==> src/rtl/mem_port_arbiter.sv <==
// mem_port_arbiter
// Shares the single backing-memory port between the instruction cache (r0)
// and the data cache (r1). Requests are granted round-robin. A stalled grant
// is locked until it handshakes. An accepted write keeps the write-data
// channel for its owner until all WBEATS beats have been forwarded.
// Responses are steered back to a requester by the MSB of the memory tag.
module mem_port_arbiter #(
   parameter int ADDR_BITS = 28,
   parameter int DATA_BITS = 128,
   parameter int TAG_BITS  = 5,
   parameter int WBEATS    = 4
) (
   input  logic                   clk,
   input  logic                   reset,
   // requester 0 (instruction cache)
   input  logic                   r0_req_valid,
   output logic                   r0_req_ready,
   input  logic                   r0_req_rw,
   input  logic [ADDR_BITS-1:0]   r0_req_addr,
   input  logic [TAG_BITS-2:0]    r0_req_tag,
   input  logic                   r0_data_valid,
   output logic                   r0_data_ready,
   input  logic [DATA_BITS-1:0]   r0_data_bits,
   input  logic [DATA_BITS/8-1:0] r0_data_mask,
   output logic                   r0_resp_valid,
   output logic [TAG_BITS-2:0]    r0_resp_tag,
   output logic [DATA_BITS-1:0]   r0_resp_data,
   // requester 1 (data cache)
   input  logic                   r1_req_valid,
   output logic                   r1_req_ready,
   input  logic                   r1_req_rw,
   input  logic [ADDR_BITS-1:0]   r1_req_addr,
   input  logic [TAG_BITS-2:0]    r1_req_tag,
   input  logic                   r1_data_valid,
   output logic                   r1_data_ready,
   input  logic [DATA_BITS-1:0]   r1_data_bits,
   input  logic [DATA_BITS/8-1:0] r1_data_mask,
   output logic                   r1_resp_valid,
   output logic [TAG_BITS-2:0]    r1_resp_tag,
   output logic [DATA_BITS-1:0]   r1_resp_data,
   // backing memory
   output logic                   mem_req_valid,
   input  logic                   mem_req_ready,
   output logic                   mem_req_rw,
   output logic [ADDR_BITS-1:0]   mem_req_addr,
   output logic [TAG_BITS-1:0]    mem_req_tag,
   output logic                   mem_req_data_valid,
   input  logic                   mem_req_data_ready,
   output logic [DATA_BITS-1:0]   mem_req_data_bits,
   output logic [DATA_BITS/8-1:0] mem_req_data_mask,
   input  logic                   mem_resp_valid,
   input  logic [TAG_BITS-1:0]    mem_resp_tag,
   input  logic [DATA_BITS-1:0]   mem_resp_data
);

   localparam int MASK_BITS = DATA_BITS / 8;
   localparam int BEAT_BITS = $clog2(WBEATS + 1);
   localparam logic [BEAT_BITS-1:0] LAST_BEAT = BEAT_BITS'(WBEATS - 1);

   typedef enum logic {IDLE, WDATA} state_t;

   state_t               state;
   logic                 rr;        // requester with priority on the next contention
   logic                 lock;      // a grant is stalled on mem_req_ready
   logic                 lock_id;   // requester holding the stalled grant
   logic                 owner;     // requester owning the write-data channel
   logic [BEAT_BITS-1:0] beat;      // beats forwarded for the current write

   // Requester-side signals packed by requester index so the muxes index by id.
   logic [1:0]                 req_valid;
   logic [1:0]                 req_rw;
   logic [1:0][ADDR_BITS-1:0]  req_addr;
   logic [1:0][TAG_BITS-2:0]   req_tag;
   logic [1:0]                 data_valid;
   logic [1:0][DATA_BITS-1:0]  data_bits;
   logic [1:0][MASK_BITS-1:0]  data_mask;
   logic [1:0]                 req_ready;
   logic [1:0]                 data_ready;

   logic grant;
   logic req_fire;
   logic data_fire;
   logic resp_src;

   assign req_valid  = {r1_req_valid, r0_req_valid};
   assign req_rw     = {r1_req_rw, r0_req_rw};
   assign req_addr   = {r1_req_addr, r0_req_addr};
   assign req_tag    = {r1_req_tag, r0_req_tag};
   assign data_valid = {r1_data_valid, r0_data_valid};
   assign data_bits  = {r1_data_bits, r0_data_bits};
   assign data_mask  = {r1_data_mask, r0_data_mask};

   assign r0_req_ready  = req_ready[0];
   assign r1_req_ready  = req_ready[1];
   assign r0_data_ready = data_ready[0];
   assign r1_data_ready = data_ready[1];

   // Grant: a stalled grant sticks; otherwise the priority holder wins if it
   // is asking, else the other requester (only meaningful if it is valid).
   always_comb begin
      if (lock)
         grant = lock_id;
      else if (req_valid[rr])
         grant = rr;
      else
         grant = ~rr;
   end

   // Request channel: open only in IDLE and out of reset; the loser sees ready=0.
   always_comb begin
      mem_req_valid = 1'b0;
      req_ready     = '0;
      if (reset && state == IDLE) begin
         mem_req_valid    = req_valid[grant];
         req_ready[grant] = mem_req_ready;
      end
   end

   assign mem_req_rw   = req_rw[grant];
   assign mem_req_addr = req_addr[grant];
   assign mem_req_tag  = {grant, req_tag[grant]};

   // Write-data channel: open only to the owner while beats remain.
   always_comb begin
      mem_req_data_valid = 1'b0;
      data_ready         = '0;
      if (reset && state == WDATA) begin
         mem_req_data_valid = data_valid[owner];
         data_ready[owner]  = mem_req_data_ready;
      end
   end

   assign mem_req_data_bits = data_bits[owner];
   assign mem_req_data_mask = data_mask[owner];

   // Response steering: the tag MSB names the requester, the rest is its tag.
   assign resp_src      = mem_resp_tag[TAG_BITS-1];
   assign r0_resp_valid = reset && mem_resp_valid && !resp_src;
   assign r1_resp_valid = reset && mem_resp_valid && resp_src;
   assign r0_resp_tag   = mem_resp_tag[TAG_BITS-2:0];
   assign r1_resp_tag   = mem_resp_tag[TAG_BITS-2:0];
   assign r0_resp_data  = mem_resp_data;
   assign r1_resp_data  = mem_resp_data;

   assign req_fire  = mem_req_valid & mem_req_ready;
   assign data_fire = mem_req_data_valid & mem_req_data_ready;

   // Control FSM: grant lock, round-robin pointer, write ownership, beat count.
   always_ff @(posedge clk) begin
      if (!reset) begin
         state   <= IDLE;
         rr      <= 1'b0;
         lock    <= 1'b0;
         lock_id <= 1'b0;
         owner   <= 1'b0;
         beat    <= '0;
      end else begin
         case (state)
            IDLE: begin
               if (req_fire) begin
                  lock <= 1'b0;
                  rr   <= ~grant;
                  if (mem_req_rw) begin
                     state <= WDATA;
                     owner <= grant;
                     beat  <= '0;
                  end
               end else if (mem_req_valid) begin
                  lock    <= 1'b1;
                  lock_id <= grant;
               end
            end
            WDATA: begin
               if (data_fire) begin
                  if (beat == LAST_BEAT) begin
                     state <= IDLE;
                     beat  <= '0;
                  end else begin
                     beat <= beat + BEAT_BITS'(1);
                  end
               end
            end
            default: state <= IDLE;
         endcase
      end
   end

endmodule

==> config.mk <==
export PLATFORM = sky130hd
export DESIGN_NAME = mem_port_arbiter
export DESIGN_NICKNAME = d
export VERILOG_FILES = /design/src/rtl/mem_port_arbiter.sv
export SDC_FILE = /design/constraint.sdc
export NUM_CORES = 1
export LEC_CHECK = 0
export BUFFER_PORTS_ARGS = -buffer_cell sky130_fd_sc_hd__buf_2
export CORE_AREA = 5 5 365 367
export DETAILED_ROUTE_END_ITERATION = 16
export DIE_AREA = 0 0 370 372
export PLACE_DENSITY = 0.3
export SLEW_MARGIN = 20
export SYNTH_ARGS = -nofsm -noshare
export SYNTH_HDL_FRONTEND = slang
export SYNTH_SLANG_ARGS = --single-unit
==> constraint.sdc <==
create_clock -name clk -period 2.2 [get_ports clk]
set_clock_uncertainty 0.1 [all_clocks]
set_input_delay 0.11 -clock clk [delete_from_list [all_inputs] [get_ports clk]]
set_output_delay 0.11 -clock clk [all_outputs]
set_load 0.02 [all_outputs]
==> flow_summary.rst, run 1 <==
.. list-table::
   :header-rows: 1

   * - Metric
     - Value
   * - Cells taking the most area after synthesis
     - sky130_fd_sc_hd__buf_4, sky130_fd_sc_hd__mux2_2, sky130_fd_sc_hd__mux2_1
   * - Final critical-path share of the clock period
     - 0.940
   * - PortBufs
     - 549
   * - Cell types with the highest counts after synthesis
     - sky130_fd_sc_hd__buf_4, sky130_fd_sc_hd__mux2_2, sky130_fd_sc_hd__mux2_1
   * - Max-slew violation total from the final report
     - 0
   * - Clock buffers created by TritonCTS
     - 3
   * - Crit path DAT
     - 1860 ps
   * - Number of endpoints with negative hold slack in the final report
     - 0
   * - Filler cell count
     - 15,400
   * - Total detailed-routing wirelength
     - 66.1 mm
   * - Data required time of the critical path
     - 1990 ps
   * - Cell-by-cell listing of the critical path
     - nor2b_1 -> o31a_4 -> buf_12 -> mux2_1 -> buf_2
   * - Number of global-route vias before repair
     - 5,111
   * - Number of gates resized after cts
     - 1
   * - Top achievable clock speed
     - 483 MHz
   * - Number of core rows
     - 132
   * - Standby leakage power
     - 3.13 nW
   * - Layout cells sized above 1
     - 0.899
   * - Post-synthesis register bit count
     - 8
   * - Area of the mapped netlist
     - 4560 um2
   * - Worst slew slack as a fraction of its limit
     - 0.693
   * - Area leader, netlist
     - sky130_fd_sc_hd__buf_4
   * - Total negative setup slack
     - 0 ps
   * - Type of the setup path with the least slack
     - flip-flop to primary output
   * - Unrepaired setup endpoints after global routing
     - no
   * - Placeable core region
     - 129,000 um2
   * - DRC marker count from the first detailed-route iteration
     - 127
   * - Top cell type's share of synthesized area
     - 0.436
   * - Dominant delay contributor by cell family on the critical path
     - buffers and inverters
   * - Hold_buf cts
     - 0
   * - Type of origin of the critical path
     - flip-flop
   * - Critical Path Sink Type
     - primary output
   * - Power after layout
     - 1.97 mW
   * - Type of the worst min-delay path
     - input port to flip-flop
   * - CTS tree
     - yes
   * - HPWL Detailed
     - 63.8 mm
   * - CTS Sinks
     - 8
   * - Mapped Avg Cell Area
     - 8.70 um2
   * - Wire length of the first global-routing pass
     - 75.3 mm
   * - Max Buffers Root-to-Sink
     - 2
   * - Post CTS Setup Buffer Count
     - 0
   * - Die Y-Extent
     - 372 um
   * - Antenna violations before repair
     - 117
   * - Antenna Violating Nets Remaining
     - 0
   * - Sequential area share after synthesis
     - 0.0351
   * - Clk slew on worst S/H paths
     - 40 ps
   * - Maximum number of pins on one net before global-route repair
     - 36
   * - Number of different library cells in the post-synthesis netlist
     - 37
   * - Synthesized netlist cell count
     - 524
   * - Wire per inst
     - 25.8 um
   * - Residual overflow from global routing
     - 0
   * - Cell type of the slowest stage on the worst timing path
     - sky130_fd_sc_hd__dfxtp_1
   * - Count of unresolved DRC violations after routing
     - 0
   * - Syn_nets
     - 1,021
   * - Largest incremental delay on the critical path
     - 340 ps
   * - Die area
     - 138,000 um2
   * - Critical path fanouts, max
     - 26
   * - Total via count in the routed design
     - 5,285
   * - Final net count
     - 1,302
   * - Total buffers and inverters traversed by the critical path
     - 2
   * - Synth-to-layout area growth
     - 68.1%
   * - Total I/O pin count
     - 946
   * - Top-count cell post-synth
     - sky130_fd_sc_hd__buf_4
   * - Initial DRT Pass Iterations
     - 4
   * - Post-synth ARST share
     - 0
   * - Gpl congestion
     - 0.746
   * - Worst Tran Pin Value
     - 458 ps
   * - Number of H-tree levels
     - 1
   * - Clk Latency, worst-skew pair
     - 230 ps
   * - VDD IR max
     - 0.189 mV
   * - Count of synthesis-stage warnings from yosys
     - 0
   * - Cell area power density
     - 257 nW/um2
   * - Die boundary width
     - 370 um
   * - Prevailing post-synth register cell
     - sky130_fd_sc_hd__dfxtp_1
   * - Post-DR vias/cell
     - 2.07
   * - Status
     - complete, no violations
   * - Multi-input combinational cell area
     - 2300 um2
   * - Total global-route track usage
     - 0.0890
   * - Min Clock Period, post-route
     - 2070 ps
   * - Effective utilization at floorplan
     - 0.0353
   * - Number of failing setup endpoints in the final timing report
     - 0
   * - Footprint of the flip-flops and latches
     - 164 um2
   * - Count of flip-flops with a built-in enable after synthesis
     - 0
   * - Max-cap violations
     - 0
   * - Root buffer cell
     - sky130_fd_sc_hd__clkbuf_16
[worst reg2reg max path: stages (launching register included)]
cell and delay (ps):
sky130_fd_sc_hd__dfxtp_1 310, sky130_fd_sc_hd__nor2b_1 160, sky130_fd_sc_hd__o31a_4 440, sky130_fd_sc_hd__or4_1 530, sky130_fd_sc_hd__a21oi_1 160
[cell type report]
class                           count  share of cell area
Antenna cell                       12             0.00392
Clock buffer                        4              0.0103
Inverter                            5             0.00245
Multi-Input combinational cell    225               0.300
Sequential cell                     8              0.0214
Tap cell                         1742               0.284
Timing Repair Buffer              562               0.378
[per-stage QoR]
stage | area, um2 | utilization | worst slack [ps] | hold slack [ps] | cells
after detailed placement | 7550 | 0.0584 | 249 | 120 | 2542
after global placement | 7550 | 0.0584 | 298 | 120 | 2542
after global routing | 7630 | 0.0591 | 3.88 | 42.3 | 2546
after floorplan | 4560 | - | 520 | 136 | 524
after CTS | 7630 | 0.0591 | 115 | 36.5 | 2546
final | 7660 | 0.0593 | 131 | 34.7 | 2558
[cell families after synthesis]
logic type / Yosys count / synth area share
buf+inv: 291 / 0.463
mux: 180 / 0.444
simple gates: 28 / 0.0296
compound gates: 16 / 0.0261
flops: 8 / 0.0351
fa+ha+maj: 1 / 0.00274
[worst paths after layout]
check,from,end,slack (ps),depth (start not counted)
worst max-delay path,rr,mem_req_addr[20],130,5
worst max register to register,rr,owner,430,4
worst min-delay path,r0_req_valid,rr,30,2
worst min register to register,beat[2],beat[2],340,2
[report_power, final]
part	total [mW]	switching [mW]	internal (mW)
Clock	0.320	0.0777	0.242
Combinational	1.48	0.813	0.669
Sequential	0.168	0.0130	0.155
[flip-flops by register name (all words and copies together), names as in the netlist]
name     flops
state        1
rr           1
lock_id      1
owner        1
beat         3
lock         1
[cells in the final DEF (no fill, tap or decap), types with 2 or more instances in the layout]
master,netlist,final
sky130_fd_sc_hd__buf_12,0,4
sky130_fd_sc_hd__nor2b_1,2,2
sky130_fd_sc_hd__clkbuf_16,0,3
sky130_fd_sc_hd__mux2_2,156,156
sky130_fd_sc_hd__dfxtp_1,8,7
sky130_fd_sc_hd__a21oi_1,3,3
sky130_fd_sc_hd__inv_1,5,5
sky130_fd_sc_hd__mux2i_1,3,3
sky130_fd_sc_hd__nor2_1,11,11
sky130_fd_sc_hd__buf_4,265,9
sky130_fd_sc_hd__buf_2,12,549
sky130_fd_sc_hd__nand2_1,6,6
sky130_fd_sc_hd__diode_2,0,12
sky130_fd_sc_hd__mux2_1,21,21
[routing by layer]
layer  share of wire  track usage
met3            0.19       0.0697
met4           0.025      0.00789
met1            0.35       0.0969
met5               0            0
met2            0.43        0.142
Note: power is estimated with default switching activity, not from simulation.
==> run 2, diff against run 1 <==
Settings changed: BUFFER_PORTS_ARGS -buffer_cell sky130_fd_sc_hd__buf_2 to -buffer_cell sky130_fd_sc_hd__buf_4, PLACE_DENSITY 0.3 to default.
==> run 2 against run 1 <==
Against the previous run: die area stayed put; worst hold slack worse by 6.8 ps; critical path depth stayed put; first-iteration DRC count is 56% higher; utilization is 1.0 points higher; maximum frequency is 0.80% higher; flip-flop and latch count stayed put; sequential power hardly changed; sequential share of layout area is 0.31 points lower; register-to-register slack better by 60 ps; routed wire length is 24% higher; cell area is 17% higher; critical path type unchanged; largest cell class unchanged.
==> flow_summary.rst, run 2 (synthesis gave the netlist of run 1 again) <==
.. list-table::
   :header-rows: 1

   * - Metric
     - Value
   * - Crit path DAT
     - 1840 ps
   * - Clk Latency, worst-skew pair
     - 240 ps
   * - Final net count
     - 1,295
   * - Max-cap violations
     - 0
   * - Die area
     - 138,000 um2
   * - Worst Tran Pin Value
     - 483 ps
   * - Total via count in the routed design
     - 5,174
   * - Final critical-path share of the clock period
     - 0.933
   * - VDD IR max
     - 0.165 mV
   * - Total I/O pin count
     - 946
   * - Post-DR vias/cell
     - 2.03
   * - Root buffer cell
     - sky130_fd_sc_hd__clkbuf_16
   * - Largest Register
     - beat
   * - Critical Path Sink Type
     - primary output
   * - Max Buffers Root-to-Sink
     - 2
   * - Clk slew on worst S/H paths
     - 40 ps
   * - Number of failing setup endpoints in the final timing report
     - 0
   * - Placeable core region
     - 129,000 um2
   * - Layout cells sized above 1
     - 0.900
   * - Total global-route track usage
     - 0.112
   * - Number of endpoints with negative hold slack in the final report
     - 0
   * - Standby leakage power
     - 3.56 nW
   * - PortBufs
     - 549
   * - Min Clock Period, post-route
     - 2050 ps
   * - Number of H-tree levels
     - 1
   * - Type of origin of the critical path
     - flip-flop
   * - Max-slew violation total from the final report
     - 0
   * - Status
     - complete, no violations
   * - Data required time of the critical path
     - 1990 ps
   * - Antenna violations before repair
     - 73
   * - Number of global-route vias before repair
     - 5,302
   * - Wire per inst
     - 32.3 um
   * - Clock buffers created by TritonCTS
     - 3
   * - Post-Place Setup Slack
     - 299 ps
   * - Worst slew slack as a fraction of its limit
     - 0.676
   * - Top achievable clock speed
     - 487 MHz
   * - Initial DRT Pass Iterations
     - 4
   * - CTS Sinks
     - 8
   * - Total detailed-routing wirelength
     - 82.2 mm
   * - Count of unresolved DRC violations after routing
     - 0
   * - Cell area power density
     - 261 nW/um2
   * - CTS tree
     - yes
   * - Fin util
     - 0.0695
   * - Total negative setup slack
     - 0 ps
   * - Gpl congestion
     - 0.813
   * - Final critical-path setup slack
     - 148 ps
   * - Unrepaired setup endpoints after global routing
     - no
   * - Critical path fanouts, max
     - 28
   * - Antenna Violating Nets Remaining
     - 0
   * - Post CTS Setup Buffer Count
     - 0
   * - Effective utilization at floorplan
     - 0.0353
   * - Hold Worst Slack
     - 28.0 ps
   * - Die boundary width
     - 370 um
   * - Number of flip-flops in the largest register
     - 3
   * - Leading cell types in the layout, fill and taps excluded
     - sky130_fd_sc_hd__buf_4, sky130_fd_sc_hd__mux2_2, sky130_fd_sc_hd__mux2_1, sky130_fd_sc_hd__nor2_1, sky130_fd_sc_hd__dfxtp_1
   * - Residual overflow from global routing
     - 0
   * - Die Y-Extent
     - 372 um
   * - Most frequent standard cell in the layout excluding fill and tap cells
     - sky130_fd_sc_hd__buf_4
   * - Type of the worst min-delay path
     - input port to flip-flop
   * - Number of core rows
     - 132
   * - Wire length of the first global-routing pass
     - 91.8 mm
   * - HPWL Detailed
     - 79.4 mm
   * - Synth-to-layout area growth
     - 96.9%
   * - Type of the setup path with the least slack
     - flip-flop to primary output
   * - DRC marker count from the first detailed-route iteration
     - 198
   * - Maximum number of pins on one net before global-route repair
     - 56
   * - Hold_buf cts
     - 0
-- run 2: changes by cell type in the layout (fill, tap and decap cells not counted), sizes merged --
| cell | change |
|---|---|
| buf | -7 |
| diode | -5 |
-- run 2: worst paths after layout --
kind,startpoint,to,slack (ps),cells after the start
worst max-delay path,rr,mem_req_tag[2],150,5
worst min register to register,beat[2],beat[2],350,2
worst max register to register,rr,owner,490,4
worst min-delay path,r0_req_valid,rr,30,2
-- run 2: area by class of cell --
type,count,area [um2]
Tap cell,1742,2180
Multi-Input combinational cell,225,2300
Clock buffer,4,78.8
Antenna cell,7,17.5
Inverter,5,18.8
Sequential cell,8,164
Fill cell,15300,120000
Timing Repair Buffer,555,4220
-- run 2: report_power, final --
group	total, mW	internal, mW	switching [mW]
Combinational	1.84	0.989	0.854
Sequential	0.170	0.154	0.0153
Clock	0.334	0.243	0.0905
Total	2.35	1.39	0.960
-- run 2: metrics by stage --
step | total power, mW | std cells | instance area [um2]
3_3_place_gp | 2.02 | 2535 | 8870
2_1_floorplan | 1.63 | 524 | 4560
6_report | 2.35 | 2546 | 8980
5_1_grt | 2.47 | 2539 | 8960
3_5_place_dp | 2.04 | 2535 | 8870
4_1_cts | 2.38 | 2539 | 8950
-- run 2: per-layer routing --
metal | vias to the layer above | track usage | routed length, um
met1 | 2203 | 0.124 | 30100
met4 | 6 | 0.00417 | 681
met3 | 85 | 0.0889 | 15600
met5 | - | 0 | 39
li1 | 2063 | - | -
met2 | 817 | 0.176 | 35800
-- run 2: worst max-delay path, stage by stage (launching register included) --
cell and delay, ps:
sky130_fd_sc_hd__dfxtp_1 310, sky130_fd_sc_hd__nor2b_1 150, sky130_fd_sc_hd__o31a_4 420, sky130_fd_sc_hd__buf_12 190, sky130_fd_sc_hd__mux2_1 340, sky130_fd_sc_hd__buf_4 170
-- run 2: repair_timing --
action | CTS | global route
setup endpoints to repair | 0 | 27
hold endpoints to repair | 0 | 0
gates resized for setup | 0 | 2
==> run 3, diff against run 2 <==
Settings changed: CORE_AREA 5 5 365 367 to 5 5 369 371, DIE_AREA 0 0 370 372 to 0 0 374 376.
Clock period 2.2 ns to 1.65 ns, I/O delays scaled along.
==> run 3 against run 2 <==
Against the previous run: the run now ends with negative setup slack left; highest routed layer unchanged; largest power group unchanged; utilization up 0.82 points; count of clock-buffer cells in the layout is the same; critical endpoint is now mem_req_addr[23]; clock power increased by 29%.
==> flow_summary.rst, run 3 (synthesis gave the netlist of run 1 again) <==
.. list-table::
   :header-rows: 1

   * - Metric
     - Value
   * - Status
     - complete, but fails checks
   * - Violated checks
     - negative setup slack
   * - Post-Place Setup Slack
     - -61.2 ps
   * - Cell area power density
     - 351 nW/um2
   * - Global routing usage on met2
     - 0.173
   * - CTS tree
     - yes
   * - Gpl congestion
     - 0.809
   * - Post-DR vias/cell
     - 2.08
   * - Type of the setup path with the least slack
     - flip-flop to primary output
   * - Critical path fanouts, max
     - 6
   * - Final critical-path share of the clock period
     - 1.13
   * - Data required time of the critical path
     - 1470 ps
   * - Number of global-route vias before repair
     - 5,514
   * - Total via count in the routed design
     - 5,434
   * - Clk slew on worst S/H paths
     - 40 ps
   * - Wire per inst
     - 31.1 um
   * - Root buffer cell
     - sky130_fd_sc_hd__clkbuf_16
   * - VDD IR max
     - 0.413 mV
   * - Clock buffers created by TritonCTS
     - 3
   * - Worst slew slack as a fraction of its limit
     - 0.665
   * - CTS Sinks
     - 8
   * - Most frequent standard cell in the layout excluding fill and tap cells
     - sky130_fd_sc_hd__buf_4
   * - Crit path DAT
     - 1680 ps
   * - Total global-route track usage
     - 0.107
   * - Number of failing setup endpoints in the final timing report
     - 180
   * - Count of unresolved DRC violations after routing
     - 0
   * - DRC marker count from the first detailed-route iteration
     - 98
   * - Final net count
     - 1,326
   * - Type of origin of the critical path
     - flip-flop
   * - Number of H-tree levels
     - 1
   * - Hold-critical path depth
     - 0
   * - Slack of the worst reg-to-reg path
     - -20 ps
   * - Die Y-Extent
     - 376 um
   * - Max Buffers Root-to-Sink
     - 2
   * - Unrepaired setup endpoints after global routing
     - yes
   * - Top achievable clock speed
     - 537 MHz
   * - Residual overflow from global routing
     - 0
   * - Routing layer with the top usage in global route
     - met2
   * - Wire length of the first global-routing pass
     - 91.9 mm
   * - HPWL Detailed
     - 76.5 mm
   * - Placeable core region
     - 133,000 um2
   * - Largest Register
     - beat
   * - Die boundary width
     - 374 um
   * - Worst reg2reg path depth
     - 5
   * - Total detailed-routing wirelength
     - 81.2 mm
   * - Clk Latency, worst-skew pair
     - 240 ps
   * - PortBufs
     - 549
   * - Hold endpoint
     - r1_resp_data[98]
   * - Worst Tran Pin Value
     - 495 ps
   * - Min Clock Period, post-route
     - 1860 ps
   * - Startpoint of the tightest hold check path
     - mem_resp_data[98]
   * - Worst reg2reg path startpoint
     - rr
   * - Power after layout
     - 3.62 mW
   * - Synth-to-layout area growth
     - 126%
   * - Leading cell types in the layout, fill and taps excluded
     - sky130_fd_sc_hd__buf_4, sky130_fd_sc_hd__buf_6, sky130_fd_sc_hd__mux2_2, sky130_fd_sc_hd__mux2_4, sky130_fd_sc_hd__buf_12
   * - Met1 GRT Util
     - 0.118
   * - Effective utilization at floorplan
     - 0.0344
   * - Total I/O pin count
     - 946
   * - Type of the worst min-delay path
     - input port to primary output
   * - Initial DRT Pass Iterations
     - 4
   * - Die area
     - 141,000 um2
   * - Max-cap violations
     - 0
   * - Antenna violations before repair
     - 89
   * - Standby leakage power
     - 4.24 nW
   * - Number of endpoints with negative hold slack in the final report
     - 0
   * - Number of flip-flops in the largest register
     - 3
   * - Antenna Violating Nets Remaining
     - 0
   * - Maximum number of pins on one net before global-route repair
     - 42
   * - Reg2reg end
     - beat[2]
   * - Max-slew violation total from the final report
     - 0
   * - Final critical-path setup slack
     - -211 ps
   * - Layout cells sized above 1
     - 0.941
   * - Critical Path Sink Type
     - primary output
   * - Number of core rows
     - 134
   * - Met3 GRT Util
     - 0.0818
==> run 3: critical path, stage by stage (launching register included) <==
cell,delay [ps]
sky130_fd_sc_hd__dfxtp_2,330
sky130_fd_sc_hd__nor2b_4,130
sky130_fd_sc_hd__o31a_4,360
sky130_fd_sc_hd__buf_8,160
sky130_fd_sc_hd__mux2_2,290
sky130_fd_sc_hd__buf_4,170
==> run 3: per-layer routing <==
| layer | vias up | wire [um] |
|---|---|---|
| met4 | 2 | 1010 |
| met3 | 121 | 14100 |
| met2 | 845 | 36200 |
| li1 | 2140 | - |
| met1 | 2326 | 29900 |
| met5 | - | 13 |
==> run 3: how the worst max path moves through the flow <==
stage | end | from
2_1_floorplan | owner | rr
3_3_place_gp | mem_req_addr[23] | rr
3_5_place_dp | mem_req_addr[23] | rr
4_1_cts | mem_req_addr[15] | rr
5_1_grt | mem_req_addr[15] | rr
6_report | mem_req_addr[23] | rr
==> run 3: metrics by stage <==
| stage | hold slack, ps | utilization | cell area [um2] | cells | setup TNS (ps) |
|---|---|---|---|---|---|
| floorplan | 108 | - | 4560 | 524 | 0 |
| global placement | 65.2 | 0.0679 | 9000 | 2569 | -97.9 |
| detailed placement | 65.2 | 0.0679 | 9000 | 2569 | -441 |
| CTS | 65.2 | 0.0749 | 9930 | 2590 | -19480 |
| global route | 65.1 | 0.0775 | 10300 | 2598 | -26000 |
| finish | 65.0 | 0.0777 | 10300 | 2607 | -18810 |
==> run 3: repair_timing <==
action,in CTS,in global routing
setup endpoints to repair,180,186
pin swaps,1,3
resized for setup,151,76
hold buffers,1,0
gates cloned,6,4
buffers inserted,10,6
endpoints found under the hold margin,1,0
==> run 3: area by class of cell <==
| cell class | count | area [um2] |
|---|---|---|
| Antenna cell | 11 | 27.5 |
| Clock buffer | 4 | 78.8 |
| Fill cell | 15400 | 122000 |
| Inverter | 5 | 21.3 |
| Multi-Input combinational cell | 225 | 2660 |
| Sequential cell | 8 | 165 |
| Tap cell | 1768 | 2210 |
| Timing Repair Buffer | 586 | 5130 |
==> run 3: power breakdown <==
part	total [mW]	switching, mW	internal [mW]
Combinational	2.96	1.24	1.72
Sequential	0.226	0.0195	0.207
Clock	0.432	0.109	0.323
Total	3.62	1.37	2.25
